--- config.mk ---
export PLATFORM = sky130hd
export DESIGN_NAME = parity_frame_receiver
export DESIGN_NICKNAME = d
export VERILOG_FILES = /design/src/rtl/parity_frame_receiver.sv
export SDC_FILE = /design/constraint.sdc
export NUM_CORES = 1
export LEC_CHECK = 0
export BUFFER_PORTS_ARGS = -buffer_cell sky130_fd_sc_hd__buf_2
export CAP_MARGIN = 10
export CORE_MARGIN = 2
export CORE_UTILIZATION = 35
export DETAILED_ROUTE_END_ITERATION = 8
export GPL_TIMING_DRIVEN = 1
export PLACE_DENSITY = 0.54
export SLEW_MARGIN = 5
export SYNTH_ARGS = -nofsm -noshare
export SYNTH_HDL_FRONTEND = slang
export SYNTH_SLANG_ARGS = --single-unit
export TNS_END_PERCENT = 5
--- constraint.sdc ---
create_clock -name clock -period 1.4 [get_ports clock]
set_input_delay 0.14 -clock clock [delete_from_list [all_inputs] [get_ports clock]]
set_output_delay 0.14 -clock clock [all_outputs]
set_load 0.02 [all_outputs]
--- src/rtl/parity_frame_receiver.sv ---
// parity_frame_receiver: LSB-first start/data/parity/stop deserialiser with XOR parity check (in: clock, reset, tick, serial_in; out: data_out, data_valid, parity_error, frame_error, busy)
module parity_frame_receiver #(
  parameter int DATA_BITS  = 8,
  parameter int ODD_PARITY = 0
) (
  input  logic                 clock,
  input  logic                 reset,
  input  logic                 tick,
  input  logic                 serial_in,
  output logic [DATA_BITS-1:0] data_out,
  output logic                 data_valid,
  output logic                 parity_error,
  output logic                 frame_error,
  output logic                 busy
);
  localparam int CW = $clog2(DATA_BITS + 1);
  typedef enum logic [1:0] {IDLE, DATA, PARITY, STOP} state_t;
  state_t               state_q;
  logic [DATA_BITS-1:0] shift_q, shift_d;
  logic [CW-1:0]        cnt_q;
  logic                 acc_q, acc_d;
  assign shift_d = DATA_BITS'({serial_in, shift_q} >> 1);
  assign acc_d   = acc_q ^ serial_in;
  always_ff @(posedge clock) begin
    if (reset) begin
      state_q      <= IDLE;
      shift_q      <= '0;
      cnt_q        <= '0;
      acc_q        <= 1'b0;
      data_out     <= '0;
      data_valid   <= 1'b0;
      parity_error <= 1'b0;
      frame_error  <= 1'b0;
      busy         <= 1'b0;
    end else begin
      data_valid   <= 1'b0;
      parity_error <= 1'b0;
      frame_error  <= 1'b0;
      if (tick) begin
        case (state_q)
          IDLE: if (!serial_in) begin
            state_q <= DATA;
            cnt_q   <= '0;
            acc_q   <= (ODD_PARITY != 0);
            busy    <= 1'b1;
          end
          DATA: begin
            shift_q <= shift_d;
            acc_q   <= acc_d;
            cnt_q   <= cnt_q + CW'(1);
            if (cnt_q == CW'(DATA_BITS - 1)) state_q <= PARITY;
          end
          PARITY: begin
            acc_q   <= acc_d;
            state_q <= STOP;
          end
          STOP: begin
            data_out     <= shift_q;
            data_valid   <= 1'b1;
            parity_error <= acc_q;
            frame_error  <= ~serial_in;
            state_q      <= IDLE;
            busy         <= 1'b0;
          end
        endcase
      end
    end
  end
endmodule

## Yosys cells after proc, flatten, opt, wreduce, memory -nomap -nowiden

Index checks and enable logic that the tools add are counted.

- Register bits after elaboration: 27
- Output and inout port bits: 12

- Eq/ne operators: 6
- $add $sub $neg: 1
- Reductions and logical operators: 13
- Bitwise gates (word level): 4
- Muxes and demuxes: 10

Operators with widths:

| cell | count |
|---|---|
| AND reduction 3 bit | 4 |
| case mux 2 bit (4 select lines) | 1 |
| case mux 4 bit (2 select lines) | 1 |
| nonzero test 2 bit | 3 |
| adder 4 x 1 -> 4 bit, second input constant | 1 |
| == test 2 bit, second input constant | 2 |
| == test 4 x 3 -> 1 bit, second input constant | 1 |
| two-way mux 2 bit | 2 |
| two-way mux 4 bit | 1 |
| inequality test 2 bit, second input constant | 2 |
| case mux 1 bit (2 select lines) | 2 |
| AND reduction 2 bit | 2 |
| OR reduction 2 bit | 2 |
| two-way mux 1 bit | 3 |
| inverter 1 bit | 3 |
| OR reduction 3 bit | 1 |
| == test 2 x 1 -> 1 bit, second input constant | 1 |
| logical NOT 2 bit | 1 |
| XOR 1 bit | 1 |

## Longest topological paths before layout

Gate-level depths: netlist of the first run.

- Depth after elaboration: 4
- Depth in mapped cells: 6

## Least setup slack after synthesis of the first run

OpenSTA, ideal clock, no wires.

- Kind: flip-flop to flip-flop
- Start point: register state_q[0]
- End point: register state_q[1]
- Setup slack: -0.085 ns
- Data arrival time: 1.357 ns
- Buffers on the path: 0
- Cell stages (with the launch flop): 7
- Library setup time: 0.128 ns
- Period minus slack after synthesis: 1.485 ns
- Data required time: 1.272 ns
- Cell sequence: dfxtp_1 inv_1 ha_1 a21boi_4 a21boi_2 mux2i_1 nor2_1

- Word-level cells in the longest chain between the ends: 3
- Elaborated cells between the ends (all ways): 8
- Classes of those cells: eq/ne (5); mux (1); reduce/logical (2)

Ends and longest elaborated chain:

| item | line | source |
|---|---|---|
| start, declared | 18 | `state_t state_q;` |
| start signal, assigned | 26 | `state_q <= IDLE;` |
| start signal, assigned | 42 | `state_q <= DATA;` |
| start signal, assigned | 51 | `if (cnt_q == CW'(DATA_BITS - 1)) state_q <= PARITY;` |
| == test 2 x 1 -> 1 bit or logical NOT 2 bit (tied branches) | 40 | `case (state_q)` |
| inequality test 2 bit (no source line) | n/a |  |
| AND reduction 3 bit (no source line) | n/a |  |

Parallel ways exist; a longest one is shown, timed or not.
A chain may end at the register's enable or synchronous reset.

## Worst setup path after layout of the first run

Ends and elaborated chain as after synthesis.

==> results of run 1 <==
[kinds of logic (layout without fill, tap and decap cells)]
family          Yosys count  count (layout)  synth area share
mux                       1               1           0.00907
buf+inv                  10              29            0.0340
xor+xnor                  2               2            0.0159
flops                    27              27             0.490
compound gates           28              28             0.166
simple gates             54              54             0.229
fa+ha+maj                 5               5            0.0567
[registers in the layout, summed over array words and instances, names as in the netlist]
register and count:
data_out 8, shift_q 8, cnt_q 4, state_q 2
acc_q 1, busy 1, data_valid 1, frame_error 1
parity_error 1
[stage by stage]
stage	setup TNS (ns)	power (W)	hold slack (ns)	cells	util
after floorplan	0	0.000926	0.219	127	-
final	0	0.00136	0.0745	190	0.448
after detailed placement	-0.00894	0.000994	0.435	186	0.424
after CTS	0	0.00134	0.0635	190	0.437
after global routing	-0.0119	0.00143	0.0589	190	0.448
after global placement	0	0.000989	0.427	186	0.424
[routing by layer]
metal	track usage	routed length [um]	vias to the layer above
li1	-	-	473
met1	0.215	1130	400
met2	0.197	945	21
met3	0.0260	98	2
met4	0.0571	19	0
met5	0	0	-
[worst max-delay path, cell delays in order (launching register included)]
cell	delay [ns]
dfxtp_2	0.38
inv_2	0.06
ha_4	0.18
a21boi_4	0.13
a21boi_4	0.23
mux2i_1	0.20
nor2_1	0.05
[how the worst min path moves through the flow]
stage,startpoint,to,slack [ns],cells past startpoint
after floorplan,serial_in,frame_error,0.22,1
after global placement,reset,state_q[0],0.43,2
after detailed placement,reset,state_q[0],0.43,2
after CTS,reset,state_q[0],0.06,2
after global routing,reset,state_q[0],0.06,2
final,reset,state_q[0],0.07,2
[Yosys cell counts (2+ instances only)]
library cell / n
clkbuf_1: 7
ha_1: 5
xor2_1: 2
nand3_1: 16
dfxtp_1: 27
o211ai_1: 2
nor2_1: 8
nor2b_1: 2
inv_1: 3
nand2_1: 20
nand3b_1: 3
a21oi_1: 19
[placed cells by master (no fill, tap or decap), types with 3 or more instances in the layout]
cell type and count:
dfxtp_1 25, a21oi_1 19, nand2_1 18, nand3_1 16
buf_2 15, nor2_1 8, buf_4 6, nand3b_1 3
ha_1 3, clkbuf_4 3
[what timing repair did]
item / in CTS / in global routing
buffers inserted: 0 / 0
pin swaps: 0 / 0
setup endpoints to repair: 5 / 24
gates resized for setup: 3 / 9
[area by class of cell]
type / count / area share
Multi-Input combinational cell: 90 / 0.426
Timing Repair Buffer: 22 / 0.103
Inverter: 3 / 0.00829
Clock inverter: 1 / 0.00553
Tap cell: 44 / 0.0406
Sequential cell: 27 / 0.400
Clock buffer: 3 / 0.0166
[report_power, final]
group | total (W) | internal, W | switching (W)
Sequential | 0.000793 | 0.000783 | 0.00000952
Combinational | 0.000212 | 0.0000955 | 0.000116
Clock | 0.000353 | 0.000109 | 0.000244
Total | 0.00136 | 0.000988 | 0.000369
==> flow_metrics.tcl, run 1 <==
set metrics [dict create \
    grt_pass1_wl_um 3900 \
    synth_edf_count 0 \
    die_h_um 60.2 \
    arrival_ns 1.55 \
    grt_antenna_before_repair 0 \
    final.setup.worst_slack_ns 0.0804 \
    place_congestion 0.711 \
    drc 0 \
    drive_gt1_frac 0.267 \
    cap_violations 0 \
    drt_iter0_markers 46 \
    finalCriticalPeriod_ns 1.32 \
    setup_viol 0 \
    cts_made_buffers 3 \
    synth_top_cells_by_area "dfxtp_1, a21oi_1, nand3_1, nand2_1, ha_1" \
    startpoint_type "register" \
    ys.flop_type "dfxtp_1" \
    syn_area_per_cell_um2 8.69 \
    cts_hold_buf 0 \
    status "completed" \
    regToRegEndpoint "state_q[1]" \
    fmax_mhz 758 \
    cts_tree "done" \
    fillers 312 \
    cp-startpoint "state_q[0]" \
    slew_violations 0 \
    synth_cell_type_count 25 \
    slew_headroom 0.832 \
    cts.sinks 27 \
    ys_ff_latch 27 \
    synth_top_area_frac 0.490 \
    crit_type "reg -> reg" \
    design_area_mm2 0.00136 \
    cts_root_buffer "clkbuf_4" \
    place_ws_ns -0.00894 \
    worstPathRequired_ns 1.63 \
    reg2reg_from "state_q[0]" \
    first_pass_iters 4 \
    yosys_warnings 0 \
    finalWirelength_um 2200 \
    cts.reportedPaths.clkPinSlew_ns 0.15 \
    async_flop_share 0 \
    power_density_mw_per_mm2 1000 \
    ff2ff_setup_slack_ns 0.08 \
    multi_input_comb_area_um2 578 \
    power.leakage_nw 0.514 \
    cts_max_path_buffers 2 \
    io_pins 16 \
    placed_area_mm2 0.00128 \
    worst-r2r-cell-count 6 \
    synthCells 127 \
    diodes 0 \
    grt_start_max_net_pins 19 \
    ir_drop_v 0.000261 \
    post-route-period-util 0.943 \
    endpoint "state_q[1]" \
    floorplan.initialDensity 0.364 \
    routedWlPerCell_um 11.6 \
    finClkSkew_ns 0.00598 \
    hold_viol 0 \
    track_usage 0.143 \
    drtAntennaViolNets 0 \
    htreeDepth 1 \
    areaGrowthSynthToFinish_pct 23.0 \
    insertion_delay_ns 0.33 \
    io_buffers 15 \
    synth_nets 136 \
    path_max_fanout 5 \
    grt_pass1_vias 858 \
    die-area_mm2 0.00362 \
    hold_path_class "in -> reg" \
    seq_area_um2 543 \
    grt-ovfl-total 0 \
    tightestPinTransition_ns 0.251 \
    vias 896 \
    std_cell_rows 20 \
    hpwl_um 1570 \
    rsz0062_at_grt "true" \
    synth_top_area_cell "dfxtp_1" \
    vias_per_cell 4.72 \
    crit_path_end_kind "register" \
    die_w_um 60.2 \
    finalNetCount 156 \
    synth_area_mm2 0.00110 \
    core_area_mm2 0.00303 \
    ys_seq_area_frac 0.490 \
]
(Power assumes the default switching activity.)
==> inputs of run 2 (changes only) <==
ABC_AREA = 1   (was default)
==> run 2 against run 1 <==
  * Final area decreased by 4.3%
  * Worst hold slack got worse by 0.0085 ns
  * Power increased by 8.4%
  * Global-route usage decreased by 0.87 points
  * Clock-buffer cell count unchanged
  * Clock power increased by 7.1%
  * Sequential share of layout area increased by 1.8 points
  * Die area increased by 0.75%
  * Routed wire length decreased by 2.7%
  * Critical path type unchanged
  * Largest power group unchanged
==> flow_metrics.tcl, run 2 <==
set metrics [dict create \
    hold_end "data_valid" \
    power_density_mw_per_mm2 1130 \
    cpMostUsedCell "nor2_1" \
    finClkSkew_ns 0.00880 \
    power.leakage_nw 0.577 \
    arrival_ns 1.54 \
    drtAntennaViolNets 0 \
    place_congestion 0.836 \
    fmax_mhz 779 \
    yosysMostFrequentCell "nor2_1" \
    core_area_mm2 0.00303 \
    critPathSlowestCell "dfxtp_2" \
    worstPathRequired_ns 1.66 \
    cts.sinks 27 \
    synth_top_cells_by_area "dfxtp_1, nor2_1, o21ai_0, nand2_1, ha_1" \
    hold_viol 0 \
    die-area_mm2 0.00365 \
    insertion_delay_ns 0.35 \
    areaGrowthSynthToFinish_pct 16.8 \
    hold_path_class "in -> reg" \
    layout_commonest_cell "nor2_1" \
    synth_area_mm2 0.00111 \
    layout_common_cells "nor2_1, dfxtp_1, o21ai_0" \
    syn_area_per_cell_um2 7.32 \
    vias 977 \
    ff2ff_setup_slack_ns 0.12 \
    rsz0062_at_grt "true" \
    slew_violations 0 \
    cts_made_buffers 3 \
    hold_start "reset" \
    cpPeakStageDelay_ns 0.39 \
    crit_chain "inv_1 > ha_1 > buf_4 > nor2_1 > nor2_2 > a21oi_1 > nor2_1" \
    drt_iter0_markers 24 \
    track_usage 0.134 \
    slew_headroom 0.835 \
    synth_top_area_frac 0.486 \
    status "completed" \
    die_h_um 60.4 \
    drc 0 \
    regToRegEndpoint "cnt_q[3]" \
    placed_cells 210 \
    ys_top_cells_by_count "nor2_1, dfxtp_1, nand2_1, o21ai_0, inv_1" \
    synth_edf_count 0 \
    path_max_fanout 4 \
    diodes 0 \
    synth_cell_type_count 15 \
    async_flop_share 0 \
    synth_nets 161 \
    setup_viol 0 \
    cts_tree "done" \
    multi_input_comb_area_um2 498 \
    grt_pass1_vias 901 \
    crit_type "reg -> reg" \
    io_buffers 15 \
    grt_start_max_net_pins 20 \
    first_pass_iters 4 \
    finalNetCount 181 \
    die_w_um 60.4 \
    synth_top_area_cell "dfxtp_1" \
    seq_area_um2 543 \
    cts.reportedPaths.clkPinSlew_ns 0.16 \
    finalCriticalPeriod_ns 1.28 \
    ir_drop_v 0.000440 \
    hpwl_um 1630 \
    post-route-period-util 0.917 \
    grt_pass1_wl_um 3700 \
    hold_ws_ns 0.0661 \
    worst-r2r-cell-count 7 \
    cts_max_path_buffers 2 \
    grt-ovfl-total 0 \
    hold_path_depth 2 \
    ys_seq_area_frac 0.486 \
    final_cells 215 \
    routedWlPerCell_um 9.94 \
    synthCells 152 \
    crit_path_end_kind "register" \
    finalWirelength_um 2140 \
    floorplan.initialDensity 0.367 \
    grt_antenna_before_repair 0 \
    htreeDepth 1 \
    yosys_warnings 0 \
    vias_per_cell 4.54 \
    reg2reg_from "state_q[0]" \
    std_cell_rows 20 \
    cts_root_buffer "clkbuf_4" \
    ys.flop_type "dfxtp_1" \
    io_pins 16 \
    reg.largest.list "data_out x8, shift_q x8, cnt_q x4" \
    fillers 326 \
    drive_gt1_frac 0.181 \
    ys_ff_latch 27 \
    startpoint_type "register" \
    tightestPinTransition_ns 0.247 \
    cap_violations 0 \
]
[run 2: through the flow]
step	utilization	TNS (ns)	worst slack, ns	area, um2	power [W]
3_3_place_gp	0.410	0	0.0961	1240	0.00109
3_5_place_dp	0.410	0	0.0160	1240	0.00110
5_1_grt	0.429	-0.00122	-0.00122	1300	0.00156
4_1_cts	0.424	0	0.00430	1280	0.00147
6_report	0.429	0	0.117	1300	0.00147
2_1_floorplan	-	0	0.117	1110	0.00103
[run 2: final cells by class]
cell class	count	area share
Sequential cell	27	0.418
Multi-Input combinational cell	105	0.383
Timing Repair Buffer	18	0.0771
Inverter	17	0.0549
Tap cell	44	0.0424
Clock buffer	3	0.0173
Clock inverter	1	0.00674
[run 2: worst max path at each step]
stage                     from  endpoint  slack [ns]  cells after the start
finish              state_q[0]  cnt_q[3]        0.12                      7
global route        state_q[0]  cnt_q[1]      -0.001                      8
CTS                 state_q[1]  cnt_q[2]       0.004                      8
detailed placement  state_q[0]  cnt_q[3]        0.02                      8
global placement    state_q[0]  cnt_q[2]         0.1                      8
floorplan           state_q[0]  cnt_q[3]        0.12                      8
[run 2: layer usage]
layer  wire (um)  GRT usage  vias up
li1            -          -      516
met1        1120      0.171      443
met2         905      0.219       13
met3          70     0.0192        5
met4          46     0.0730        0
met5           0          0        -
[run 2: worst max-delay path, delay by kind of cell, from the launching register on]
kind	cells	cell delay, ns
DFF	1	0.39
adders and majority gates	1	0.22
buffers and inverters	2	0.22
and+or+nand+nor	3	0.25
AOI/OAI and AO/OA	1	0.13
[run 2: cell families (layout without fill, tap and decap cells)]
family / after synthesis / in the layout / share of synthesized area
buffers and inverters: 20 / 39 / 0.0754
adder cells (fa/ha/maj): 5 / 5 / 0.0562
AO/OA/AOI/OAI: 24 / 24 / 0.108
AND/OR/NAND/NOR: 76 / 76 / 0.274
flip-flops: 27 / 27 / 0.486
[run 2: power breakdown]
group	internal (W)	total [W]	switching, W
Combinational	0.0000946	0.000254	0.000159
Clock	0.000117	0.000378	0.000261
Sequential	0.000811	0.000839	0.0000281
Total	0.00102	0.00147	0.000448
[run 2: what timing repair did]
action	4_1_cts	5_1_grt
endpoints found under the hold margin	1	0
buffers inserted	0	0
gates resized for setup	1	7
pin swaps	0	0
hold buffers	1	0
endpoints found under the setup margin	2	14
==> inputs of run 3 (changes only) <==
==> constraint.sdc (replaced) <==
create_clock -name clock -period 1.4 [get_ports clock]
set_input_delay 0.21 -clock clock [delete_from_list [all_inputs] [get_ports clock]]
set_output_delay 0.21 -clock clock [all_outputs]
set_load 0.02 [all_outputs]
==> run 3 against run 2 <==
  * Routed wire length is 0.19% lower
  * Flip-flop and latch count stayed put
  * Power is 0.15% lower
  * Sequential power hardly changed
  * Clock-buffer cell count stayed put
  * Critical path depth stayed put
  * Via count is 0.10% lower
  * Highest routed layer unchanged
==> flow_metrics.tcl, run 3 (synthesis results as in run 2) <==
set metrics [dict create \
    status "completed" \
    final_cells 214 \
    htreeDepth 1 \
    rsz0062_at_grt "true" \
    io_buffers 15 \
    setup_viol 0 \
    placed_area_mm2 0.00124 \
    reg.largest.list "data_out x8, shift_q x8, cnt_q x4" \
    crit_type "reg -> reg" \
    drc 0 \
    areaGrowthSynthToFinish_pct 15.9 \
    slew_headroom 0.833 \
    finalNetCount 180 \
    drtAntennaViolNets 0 \
    cts_hold_buf 0 \
    grt-ovfl-total 0 \
    die-area_mm2 0.00365 \
    design_area_mm2 0.00129 \
    cts_max_path_buffers 2 \
    slew_violations 0 \
    setup_tns_ns 0 \
    placed_cells 210 \
    grt_start_max_net_pins 20 \
    tightestPinTransition_ns 0.250 \
    cts_made_buffers 3 \
    io_pins 16 \
    highest_layer "met4" \
    grt_pass1_vias 889 \
    routedWlPerCell_um 9.97 \
    arrival_ns 1.54 \
    die_h_um 60.4 \
    grt_pass1_wl_um 3670 \
    vias 976 \
    startpoint_type "register" \
    die_w_um 60.4 \
    cts_tree "done" \
    floorplan.initialDensity 0.367 \
    insertion_delay_ns 0.35 \
    finClkSkew_ns 0.00910 \
    cts.sinks 27 \
    multi_input_comb_area_um2 498 \
    fillers 327 \
    cap_violations 0 \
    vias_per_cell 4.56 \
    post-route-period-util 0.917 \
    grt_antenna_before_repair 0 \
    drt_iter0_markers 23 \
    layout_common_cells "nor2_1, dfxtp_1, o21ai_0" \
    cts.reportedPaths.clkPinSlew_ns 0.16 \
    finalWirelength_um 2130 \
    power.leakage_nw 0.572 \
    worst-r2r-cell-count 7 \
    worstPathRequired_ns 1.65 \
    hold_viol 0 \
    hold_path_class "in -> reg" \
    ir_drop_v 0.000440 \
    routed-wl-met3_um 71 \
    place_congestion 0.836 \
    fmax_mhz 779 \
    crit_path_end_kind "register" \
    layout_commonest_cell "nor2_1" \
    core_area_mm2 0.00303 \
    first_pass_iters 4 \
    power_density_mw_per_mm2 1140 \
    path_max_fanout 4 \
    track_usage 0.133 \
    hold_ws_ns 0.0683 \
    cts_root_buffer "clkbuf_4" \
    dr_wl_met2_um 912 \
    diodes 0 \
    post-cts-setup-buffers 0 \
    hold_path_depth 2 \
    std_cell_rows 20 \
    drive_gt1_frac 0.182 \
    seq_area_um2 543 \
    finalCriticalPeriod_ns 1.28 \
    hpwl_um 1630 \
    met1Wirelength_um 1100 \
]
==> run 3: path summary, 6_finish.rpt <==
check             startpoint     endpoint  slack [ns]
setup reg to reg  state_q[0]     cnt_q[3]        0.12
hold / removal     serial_in  frame_error        0.07
setup / recovery  state_q[0]     cnt_q[3]        0.12
hold reg to reg         busy         busy        0.46
==> run 3: routing by layer <==
metal	vias to the layer above	track usage
met1	445	0.171
li1	513	-
met4	0	0.0730
met2	13	0.216
met5	-	0
met3	5	0.0192
==> run 3: critical path, cell delays in order, from the launching register on <==
cell and delay (ns):
dfxtp_2 0.39, inv_1 0.07, ha_1 0.22, buf_4 0.15, nor2_1 0.12, nor2_2 0.07, a21oi_1 0.13, nor2_1 0.06
==> run 3: timing repair <==
item                                    CTS  global route
endpoints found under the setup margin    2            14
endpoints found under the hold margin     0             0
gates resized for setup                   1             7
gates cloned                              0             0
==> run 3: cell type report <==
type	count	share of cell area
Inverter	17	0.0553
Clock inverter	1	0.00680
Multi-Input combinational cell	105	0.386
Sequential cell	27	0.421
Clock buffer	3	0.0175
Timing Repair Buffer	17	0.0699
Tap cell	44	0.0427
==> run 3: power breakdown <==
group	leakage (nW)	total, W	switching, W	internal, W
sequential	0.220	0.000839	0.0000279	0.000811
combinational	0.334	0.000252	0.000159	0.0000927
clock	0.0183	0.000378	0.000261	0.000117
total	0.572	0.00147	0.000448	0.00102
==> run 3: through the flow <==
| step | setup WS (ns) | power [W] | util |
|---|---|---|---|
| detailed placement | 0.0160 | 0.00110 | 0.410 |
| global route | -0.00122 | 0.00156 | 0.426 |
| floorplan | 0.117 | 0.00103 | - |
| global placement | 0.0961 | 0.00109 | 0.410 |
| finish | 0.117 | 0.00147 | 0.426 |
| CTS | 0.00430 | 0.00147 | 0.421 |
